`config.mk`:
```
export PLATFORM = sky130hd
export DESIGN_NAME = fp_addsub_seq_flat
export DESIGN_NICKNAME = d
export VERILOG_FILES = /design/src/rtl/fp_addsub_seq_if.sv /design/src/rtl/fp_addsub_seq.sv /design/src/flat_wrapper.sv
export SDC_FILE = /design/constraint.sdc
export NUM_CORES = 1
export LEC_CHECK = 0
export CAP_MARGIN = 20
export CORE_ASPECT_RATIO = 0.6
export CORE_UTILIZATION = 55
export CTS_BUF_LIST = sky130_fd_sc_hd__clkbuf_4 sky130_fd_sc_hd__clkbuf_8 sky130_fd_sc_hd__clkbuf_16
export DETAILED_ROUTE_END_ITERATION = 8
export DONT_BUFFER_PORTS = 1
export HOLD_SLACK_MARGIN = 0.08
export PLACE_DENSITY = 0.7
export SLEW_MARGIN = 5
export SYNTH_ARGS = -nofsm -noshare
export SYNTH_HDL_FRONTEND = slang
export SYNTH_SLANG_ARGS = --single-unit
```
`constraint.sdc`:
```
create_clock -name clk_i -period 10.21 [get_ports clk_i]
set_input_delay 1.5315 -clock clk_i [delete_from_list [all_inputs] [get_ports clk_i]]
set_output_delay 1.5315 -clock clk_i [all_outputs]
set_load 0.005 [all_outputs]
```
`src/rtl/fp_addsub_seq_if.sv`:
```
// fp_addsub_seq_if: operand issue and result bus signals for the bfloat16 add/sub sequencer
interface fp_addsub_seq_if;
    logic        in_valid_i;
    logic        in_ready_o;
    logic [15:0] a_i;
    logic [15:0] b_i;
    logic        op_i;
    logic        out_valid_o;
    logic        out_ready_i;
    logic [15:0] result_o;
    logic [2:0]  flags_o;
    logic        busy_o;

    modport master (
        output in_valid_i, a_i, b_i, op_i, out_ready_i,
        input  in_ready_o, out_valid_o, result_o, flags_o, busy_o
    );

    modport slave (
        input  in_valid_i, a_i, b_i, op_i, out_ready_i,
        output in_ready_o, out_valid_o, result_o, flags_o, busy_o
    );
endinterface

```
`src/rtl/fp_addsub_seq.sv`:
```
// fp_addsub_seq: multi-cycle bfloat16 adder/subtractor; define FP_ADDSUB_RNE_EN for round-to-nearest-even (default truncates)
module fp_addsub_seq #(
    parameter int LZC_W = 4
) (
    input logic            clk_i,
    input logic            rst_ni,
    fp_addsub_seq_if.slave bus
);
    localparam logic [2:0] S_IDLE  = 3'd0;
    localparam logic [2:0] S_ALIGN = 3'd1;
    localparam logic [2:0] S_ADD   = 3'd2;
    localparam logic [2:0] S_NORM  = 3'd3;
    localparam logic [2:0] S_ROUND = 3'd4;
    localparam logic [2:0] S_DONE  = 3'd5;

    logic [2:0]  state_q, state_d;
    logic [15:0] a_q, a_d, b_q, b_d;
    logic        sign_q, sign_d, sub_q, sub_d, nz_q, nz_d, inv_q, inv_d;
    logic        zero_q, zero_d, unf_q, unf_d, vld_q, vld_d;
    logic [9:0]  exp_q, exp_d;
    logic [10:0] ml_q, ml_d, ms_q, ms_d;
    logic [11:0] man_q, man_d;
    logic [15:0] res_q, res_d;
    logic [2:0]  flg_q, flg_d;

    logic [7:0] ea, eb, ma, mb, el, es, mlg, msm, diff;
    logic       swap;

    assign ea   = a_q[14:7];
    assign eb   = b_q[14:7];
    assign ma   = (ea == 8'd0) ? 8'd0 : {1'b1, a_q[6:0]};
    assign mb   = (eb == 8'd0) ? 8'd0 : {1'b1, b_q[6:0]};
    assign swap = {eb, mb} > {ea, ma};
    assign el   = swap ? eb : ea;
    assign es   = swap ? ea : eb;
    assign mlg  = swap ? mb : ma;
    assign msm  = swap ? ma : mb;
    assign diff = el - es;

    logic [LZC_W-1:0] lzc;

    // leading zeros of the 11-bit field below the carry bit; highest set bit wins
    always_comb begin
        lzc = LZC_W'(11);
        for (int i = 0; i <= 10; i++)
            if (man_q[i]) lzc = LZC_W'(10 - i);
    end

    logic [11:0] norm_m;
    logic [9:0]  norm_e;
    logic        ufl;

    assign norm_m = man_q[11] ? {1'b0, man_q[11:2], man_q[1] | man_q[0]} : man_q << lzc;
    assign norm_e = man_q[11] ? exp_q + 10'd1 : exp_q - 10'(lzc);
    assign ufl    = norm_e[9] | (norm_e == 10'd0);

    logic       inc;
    logic [8:0] rm9;
    logic [7:0] rfin;
    logic [9:0] re;
    logic       ovf;

`ifdef FP_ADDSUB_RNE_EN
    assign inc = man_q[2] & (man_q[1] | man_q[0] | man_q[3]);
`else
    assign inc = 1'b0;
`endif
    assign rm9  = {1'b0, man_q[10:3]} + 9'(inc);
    assign rfin = rm9[8] ? rm9[8:1] : rm9[7:0];
    assign re   = rm9[8] ? exp_q + 10'd1 : exp_q;
    assign ovf  = re >= 10'd255;

    // sequencer: one step of the add/sub pipeline per state, result held in DONE until taken
    always_comb begin
        state_d = state_q;
        a_d     = a_q;
        b_d     = b_q;
        sign_d  = sign_q;
        sub_d   = sub_q;
        nz_d    = nz_q;
        inv_d   = inv_q;
        zero_d  = zero_q;
        unf_d   = unf_q;
        vld_d   = vld_q;
        exp_d   = exp_q;
        ml_d    = ml_q;
        ms_d    = ms_q;
        man_d   = man_q;
        res_d   = res_q;
        flg_d   = flg_q;
        case (state_q)
            S_IDLE: if (bus.in_valid_i) begin
                a_d     = bus.a_i;
                b_d     = {bus.b_i[15] ^ bus.op_i, bus.b_i[14:0]};
                state_d = S_ALIGN;
            end
            S_ALIGN: begin
                ml_d    = {mlg, 3'b000};
                ms_d    = (diff > 8'd8) ? 11'd0 : ({msm, 3'b000} >> diff);
                exp_d   = {2'b00, el};
                sign_d  = swap ? b_q[15] : a_q[15];
                sub_d   = a_q[15] ^ b_q[15];
                nz_d    = (ea == 8'd0) & (eb == 8'd0) & a_q[15] & b_q[15];
                inv_d   = (ea == 8'hFF) | (eb == 8'hFF);
                state_d = S_ADD;
            end
            S_ADD: begin
                man_d   = sub_q ? {1'b0, ml_q} - {1'b0, ms_q} : {1'b0, ml_q} + {1'b0, ms_q};
                state_d = S_NORM;
            end
            S_NORM: begin
                man_d   = norm_m;
                exp_d   = norm_e;
                zero_d  = (man_q == 12'd0) | ufl;
                unf_d   = (man_q != 12'd0) & ufl;
                sign_d  = (man_q == 12'd0) ? nz_q : sign_q;
                state_d = S_ROUND;
            end
            S_ROUND: begin
                res_d   = inv_q  ? 16'h7FC0 :
                          zero_q ? {sign_q, 15'd0} :
                          ovf    ? {sign_q, 8'hFF, 7'd0} : {sign_q, re[7:0], rfin[6:0]};
                flg_d   = {inv_q, ~inv_q & ~zero_q & ovf, ~inv_q & unf_q};
                state_d = S_DONE;
            end
            S_DONE: begin
                vld_d = 1'b1;
                if (vld_q & bus.out_ready_i) begin
                    vld_d   = 1'b0;
                    state_d = S_IDLE;
                end
            end
            default: state_d = S_IDLE;
        endcase
    end

    // state and datapath registers; reset drops any operation in flight
    always_ff @(posedge clk_i) begin
        if (!rst_ni) begin
            state_q <= S_IDLE;
            a_q     <= '0;
            b_q     <= '0;
            sign_q  <= 1'b0;
            sub_q   <= 1'b0;
            nz_q    <= 1'b0;
            inv_q   <= 1'b0;
            zero_q  <= 1'b0;
            unf_q   <= 1'b0;
            vld_q   <= 1'b0;
            exp_q   <= '0;
            ml_q    <= '0;
            ms_q    <= '0;
            man_q   <= '0;
            res_q   <= '0;
            flg_q   <= '0;
        end else begin
            state_q <= state_d;
            a_q     <= a_d;
            b_q     <= b_d;
            sign_q  <= sign_d;
            sub_q   <= sub_d;
            nz_q    <= nz_d;
            inv_q   <= inv_d;
            zero_q  <= zero_d;
            unf_q   <= unf_d;
            vld_q   <= vld_d;
            exp_q   <= exp_d;
            ml_q    <= ml_d;
            ms_q    <= ms_d;
            man_q   <= man_d;
            res_q   <= res_d;
            flg_q   <= flg_d;
        end
    end

    assign bus.in_ready_o  = state_q == S_IDLE;
    assign bus.busy_o      = state_q != S_IDLE;
    assign bus.out_valid_o = vld_q;
    assign bus.result_o    = res_q;
    assign bus.flags_o     = flg_q;
endmodule

```
`src/flat_wrapper.sv`:
```
// flat-port wrapper written by rule: the top's interface ports become plain ports
module fp_addsub_seq_flat 
#(
    parameter int LZC_W = 4
)
  (clk_i, rst_ni, bus_in_valid_i, bus_a_i, bus_b_i, bus_op_i, bus_out_ready_i, bus_in_ready_o, bus_out_valid_o, bus_result_o, bus_flags_o, bus_busy_o);
  fp_addsub_seq_if bus_i ();
  input logic clk_i;
  input logic rst_ni;
  input wire logic [$bits(bus_i.in_valid_i)-1:0] bus_in_valid_i;
  input wire logic [$bits(bus_i.a_i)-1:0] bus_a_i;
  input wire logic [$bits(bus_i.b_i)-1:0] bus_b_i;
  input wire logic [$bits(bus_i.op_i)-1:0] bus_op_i;
  input wire logic [$bits(bus_i.out_ready_i)-1:0] bus_out_ready_i;
  output wire logic [$bits(bus_i.in_ready_o)-1:0] bus_in_ready_o;
  output wire logic [$bits(bus_i.out_valid_o)-1:0] bus_out_valid_o;
  output wire logic [$bits(bus_i.result_o)-1:0] bus_result_o;
  output wire logic [$bits(bus_i.flags_o)-1:0] bus_flags_o;
  output wire logic [$bits(bus_i.busy_o)-1:0] bus_busy_o;
  assign bus_i.in_valid_i = bus_in_valid_i;
  assign bus_i.a_i = bus_a_i;
  assign bus_i.b_i = bus_b_i;
  assign bus_i.op_i = bus_op_i;
  assign bus_i.out_ready_i = bus_out_ready_i;
  assign bus_in_ready_o = bus_i.in_ready_o;
  assign bus_out_valid_o = bus_i.out_valid_o;
  assign bus_result_o = bus_i.result_o;
  assign bus_flags_o = bus_i.flags_o;
  assign bus_busy_o = bus_i.busy_o;
  fp_addsub_seq #(.LZC_W(LZC_W)) u_core (.clk_i(clk_i), .rst_ni(rst_ni), .bus(bus_i));
endmodule
```
==> results of run 1 <==
## final cells by class
cell class | instances | share of cell area, %
multi-input cells | 726 | 61.6
flip-flops and latches | 102 | 27.5
clock buffers | 9 | 3.03
inverters | 59 | 2.98
well taps | 165 | 2.78
repair buffers | 9 | 1.08
clock inverters | 7 | 0.995
## synth_stat cells (12+ instances only)
cell,count
nor3_1,15
inv_1,57
a21oi_1,104
ha_1,46
xnor2_1,13
nor2_1,102
o21ai_0,57
nand3_1,14
dfxtp_1,102
a22o_1,12
mux2i_1,26
nand2_1,132
clkbuf_1,54
nor2b_1,12
a211oi_1,14
## sequential cells by signal, indices dropped and copies added (netlist names), 3 cells and up
register / flops
u_core.exp_q: 10
u_core.bus.result_o: 16
u_core.b_q: 16
u_core.a_q: 16
u_core.state_q: 3
u_core.ms_q: 11
u_core.man_q: 12
u_core.ml_q: 8
u_core.bus.flags_o: 3
## critical path, cell delays in order (launching register included)
cell      delay, ps
dfxtp_1         370
nor4_1          400
nand2_1         330
and2_1          300
ha_1            290
nand2_1          60
nor4_1          280
and4_1          340
a31o_1          550
mux2i_2         180
ha_1            250
a221oi_2        270
xor2_1          830
mux4_2          410
mux2_2          270
a22o_1          200
## stage by stage
step                hold slack [ps]  power (mW)
global placement                445        1.07
finish                          460        1.44
CTS                             460        1.43
floorplan                       432       0.947
global route                    498        1.54
detailed placement              450        1.08
## power by group
group | switching, mW | internal [mW] | total (mW)
sequential | 0.0439 | 0.426 | 0.470
clock | 0.180 | 0.174 | 0.354
combinational | 0.393 | 0.227 | 0.620
## cell families after synthesis
family,count (synthesis)
multiplexers,40
AND/OR/NAND/NOR,336
AO/OA/AOI/OAI,279
buffers and inverters,122
adder cells (fa/ha/maj),48
flip-flops,102
XOR/XNOR,23
## final timing paths
check	from	end
worst max-delay path	u_core.b_q[11]	u_core.ms_q[2]
worst min-delay path	u_core.b_q[1]	u_core.b_q[1]
worst max register to register	u_core.b_q[11]	u_core.ms_q[2]
worst min register to register	u_core.b_q[1]	u_core.b_q[1]
## metal layers
| layer | global-route usage [%] | part of all wire, % | vias up |
|---|---|---|---|
| met4 | 5.33 | 0.88 | 0 |
| met3 | 5.03 | 7.4 | 22 |
| met1 | 47.5 | 52 | 3190 |
| met5 | 0 | 0 | - |
| met2 | 42.8 | 40 | 259 |
| li1 | - | - | 3257 |
## placed cells by master (no fill, tap or decap), types with 3 or more instances in the layout
cell type    n
nor2_1     102
nand3b_1     4
nand2_1    132
nor4_1      11
a221oi_1     3
a31oi_1     10
a31o_2       4
a21o_1       4
mux4_2       4
nand3_1     14
o21ai_0     57
and2_1       8
a21boi_0     5
and3_1       3
buf_4        6
a21oi_1    104
a22oi_1     11
mux2i_1     26
ha_1        46
a211oi_1    14
or3_1        5
o21a_1       3
nor3_1      15
clkbuf_16    9
dfxtp_1    102
xnor2_1     13
o31ai_1      5
nand4_1      9
nor2b_1     12
xor2_1       9
nand2b_1    11
a22o_1      12
o22ai_1      9
inv_8        3
inv_1       56
o211ai_1     6
o21bai_1     9
mux2_2       8
==> impl_metrics.py, run 1 <==
metrics = {
    "placed_design": {
        "hpwl_mm": 14.7,
        "dp_slack_ps": 4890,
        "place_congestion": 0.930,
        "io_buffers": 0,
        "place_area_um2": 7090,
        "place_inst": 1058,
    },
    "clock_network": {
        "cts.sinks": 102,
        "root_buffer": "clkbuf_16",
        "ctsResizeCount": 0,
        "postCtsHoldBufs": 0,
        "cts_tree": "built",
        "h-tree-depth": 3,
        "cts.path.max_buffers": 2,
        "cts_buffers": 9,
        "clk_latency_ps": 360,
        "cts_setup_buffers": 0,
        "cts.clk_slew.worst_paths_ps": 80,
    },
    "power_and_ir_drop": {
        "power_density_nw_per_um2": 195,
        "ir_worst_vdd_v": 0.000105,
        "leakage_nw": 2.90,
    },
    "run": {
        "max_cap_viol_count": 0,
    },
    "drt": {
        "wl_per_cell_um": 18.1,
        "route.detailed.drc": 0,
        "drtIter0Drc": 577,
        "dr_total_vias": 6728,
        "routed_wl_mm": 19.5,
        "viasPerCell": 6.25,
        "first_pass_iters": 5,
        "ant_nets": 0,
    },
    "yosys": {
        "ys_seq_elements": 102,
        "syn_area_um2": 7080,
        "synth_area_per_cell_um2": 7.46,
        "async_reset_ff_share_pct": 0,
        "synth_top_area_share_pct": 28.8,
        "ys_types": 72,
        "yosys.area_share.xor_xnor_pct": 2.95,
        "yosys-top-cells-area": "dfxtp_1 29%, ha_1 8.1%, a21oi_1 7.3%, nand2_1 7.0%, nor2_1 5.4%",
        "synthAdderAreaFrac_pct": 8.69,
        "synthSimpleGateAreaFrac_pct": 21.4,
        "synth_cells": 950,
        "synth_edf_count": 0,
        "synth-compound-area-share_pct": 24.7,
        "yosysWarningCount": 0,
        "syn_nets": 1035,
        "seq_area_frac_synth_pct": 28.8,
        "yosysTopAreaCell": "dfxtp_1",
        "yosys_most_used_dff": "dfxtp_1",
        "muxShareOfSynthArea_pct": 6.62,
        "synth_top_family_by_area": "compound AO/OA/AOI/OAI gates",
    },
    "layout": {
        "drive_above_1_share_pct": 5.70,
        "seq_area_um2": 2040,
        "area_growth_pct": 4.77,
        "nNetsFinal": 992,
        "final_cells": 1077,
        "diodes": 0,
        "fin_area_um2": 7420,
        "nFillCells": 1137,
        "multi_input_area_um2": 4570,
        "post-route-util_pct": 60.4,
    },
    "sta": {
        "worst_slack_ps": 4770,
        "skew_ps": 10.4,
        "setup_viol": 0,
        "finalHoldViolCount": 0,
        "rsz0062_at_grt": "no",
        "max_freq_ghz": 0.184,
        "drv_slew": 0,
        "worst_slew_pin_slew_ps": 1010,
        "max_slew_margin_pct": 32.4,
        "fin_crit_ps": 5440,
        "finalCritPeriodShare_pct": 53.3,
        "tns_ps": 0,
    },
    "global_route": {
        "grt_overflow": 0,
        "grt_usage_pct": 30.3,
        "grt_pass1_wl_mm": 32.4,
        "grt_pass1_vias": 6175,
        "antenna_found_initial": 0,
        "grt_max_degree": 87,
    },
    "worst_setup_path": {
        "crit_required_ps": 10460,
        "crit_fanout": 14,
        "r2r_slack_ps": 4770,
        "setup.worst_path.start_class": "flop",
        "r2r_cells": 15,
        "crit_type": "flop to flop",
        "arrival_ps": 5690,
        "end_kind": "flop",
    },
    "floorplanning": {
        "die-area_um2": 13400,
        "die_height_um": 89.9,
        "rows": 31,
        "initial_core_util_pct": 57.6,
        "die_x_um": 149,
        "core_area_um2": 12300,
        "num_io_pins": 59,
    },
    "worst_hold_path": {
        "hold_class": "flop to flop",
        "whs_path_depth": 2,
    },
    "run_status": {
        "outcome": "finished, final reports clean",
    },
}
(Power assumes the default switching activity.)
==> run 2, diff against run 1 <==
Clock period 10.21 ns to 5.7 ns, I/O delays scaled along.
==> run 2 against run 1 <==
Setup slack worse by 4300 ps. First-iteration DRC count is 17% higher. Clock skew is 1.4 ps higher. Wire length is 2.9% higher. Clock power is 79% higher. Count of clock-buffer cells in the layout is 1 higher. Utilization is 0.21 points higher. Die area stayed put. Largest cell class unchanged. Largest power group unchanged.
==> impl_metrics.py, run 2 (synthesized netlist as in run 1, its figures left out) <==
metrics = {
    "run_status": {
        "outcome": "finished, final reports clean",
    },
    "worst_setup_path": {
        "timing.rr.start": "u_core.b_q[11]",
        "arrival_ps": 5480,
        "end_kind": "flop",
        "crit_fanout": 14,
        "crit_type": "flop to flop",
        "timing.rr.end": "u_core.ms_q[8]",
        "setup.worst_path.start_class": "flop",
        "r2r_slack_ps": 510,
        "r2r_cells": 18,
        "crit_required_ps": 5990,
    },
    "floorplanning": {
        "rows": 31,
        "initial_core_util_pct": 57.6,
        "core_area_um2": 12300,
        "num_io_pins": 59,
        "die-area_um2": 13400,
        "die_x_um": 149,
        "die_height_um": 89.9,
    },
    "drt": {
        "route.detailed.drc": 0,
        "m1WireLength_mm": 10.2,
        "dr_total_vias": 6812,
        "routed_wl_mm": 20.0,
        "wl_met2_mm": 8.03,
        "ant_nets": 0,
        "wl_met3_mm": 1.56,
        "viasPerCell": 6.31,
        "dr.max_layer_used": "met4",
        "wl_per_cell_um": 18.6,
        "first_pass_iters": 8,
        "drtIter0Drc": 673,
    },
    "clock_network": {
        "cts_tree": "built",
        "cts.clk_slew.worst_paths_ps": 80,
        "cts_setup_buffers": 0,
        "cts_buffers": 9,
        "root_buffer": "clkbuf_16",
        "cts.path.max_buffers": 2,
        "clk_latency_ps": 350,
        "ctsResizeCount": 0,
        "h-tree-depth": 3,
        "postCtsHoldBufs": 0,
        "cts.sinks": 102,
    },
    "sta": {
        "skew_ps": 11.8,
        "fin_crit_ps": 5190,
        "finalCritPeriodShare_pct": 91.1,
        "max_slew_margin_pct": 27.4,
        "setup_viol": 0,
        "finalHoldViolCount": 0,
        "tns_ps": 0,
        "max_freq_ghz": 0.193,
        "drv_slew": 0,
        "worst_slew_pin_slew_ps": 1090,
        "rsz0062_at_grt": "no",
    },
    "worst_hold_path": {
        "whs_path_depth": 2,
        "hold-path-endpoint": "u_core.a_q[1]",
        "hp-start": "u_core.a_q[1]",
        "hold_class": "flop to flop",
    },
    "layout": {
        "final_cells": 1079,
        "post-route-util_pct": 60.6,
        "final_common_cell": "nand2_1",
        "drive_above_1_share_pct": 5.91,
        "diodes": 0,
        "nFillCells": 1120,
        "nNetsFinal": 994,
        "area_growth_pct": 5.14,
        "fin_area_um2": 7450,
        "final_cell_mix": "132 x nand2_1, 104 x a21oi_1, 102 x nor2_1, 102 x dfxtp_1, 57 x o21ai_0",
    },
    "global_route": {
        "antenna_found_initial": 0,
        "grt_max_degree": 87,
        "grt_pass1_wl_mm": 32.8,
        "grt_pass1_vias": 6231,
        "grt_overflow": 0,
        "grt_usage_pct": 30.8,
    },
    "power_and_ir_drop": {
        "power_density_nw_per_um2": 351,
        "switching_share_pct": 42.6,
        "finalPower_mw": 2.61,
        "intPower_mw": 1.50,
        "netSwitchingPower_mw": 1.11,
        "comb_power_share_pct": 43.3,
        "leakage_nw": 2.93,
        "power_frac_clock_pct": 24.2,
        "seqPwrFrac_pct": 32.5,
        "ir_worst_vdd_v": 0.000160,
    },
    "run": {
        "max_cap_viol_count": 0,
    },
    "placed_design": {
        "place_congestion": 0.951,
        "hpwl_mm": 15.0,
        "io_buffers": 0,
        "place_area_um2": 7100,
        "place_inst": 1060,
    },
}
[run 2: worst max path at each step]
stage                         startpoint              to  cells past startpoint
after floorplan            u_core.b_q[7]  u_core.ms_q[4]                     16
after global placement    u_core.b_q[11]  u_core.ms_q[8]                     18
after detailed placement  u_core.b_q[11]  u_core.ms_q[8]                     18
after CTS                 u_core.b_q[11]  u_core.ms_q[8]                     18
after global routing      u_core.b_q[11]  u_core.ms_q[8]                     18
final                     u_core.b_q[11]  u_core.ms_q[8]                     18
[run 2: area by class of cell]
class / count / area (um2) / area share (%)
clock inverters: 6 / 58.8 / 0.790
well taps: 165 / 206 / 2.77
multi-input cells: 726 / 4570 / 61.4
repair buffers: 11 / 108 / 1.44
inverters: 59 / 221 / 2.97
flip-flops and latches: 102 / 2040 / 27.4
clock buffers: 10 / 239 / 3.21
[run 2: metrics by stage]
| stage | setup WS, ps | hold slack [ps] |
|---|---|---|
| after CTS | 607 | 459 |
| final | 508 | 460 |
| after global placement | 921 | 447 |
| after detailed placement | 646 | 448 |
| after global routing | 157 | 487 |
| after floorplan | 1830 | 432 |
[run 2: critical path, stage by stage (launching register included)]
cell and delay, ps:
dfxtp_1 370, nor4_1 320, nand2_1 340, nand2_1 190, inv_1 70, ha_1 310
a21oi_1 220, o21ai_0 130, a21oi_1 350, a31o_1 650, mux2i_2 370, ha_1 250
o21ai_0 100, mux2i_1 260, o2111ai_1 140, o211ai_1 140, xor2_1 180, nor4b_4 490
a32o_1 230
[run 2: power groups by stage]
stage               registers [mW]  logic, mW  clock network (mW)
floorplan                    0.814      0.883                   0
global placement             0.860       1.06                   0
detailed placement           0.862       1.09                   0
CTS                          0.846       1.09               0.639
global route                 0.857       1.24               0.669
finish                       0.850       1.13               0.632
[run 2: metal layers]
metal / vias up / track usage [%]
met3: 21 / 4.92
met4: 0 / 7.04
met1: 3250 / 48.5
met2: 280 / 42.8
met5: - / 0
li1: 3261 / -
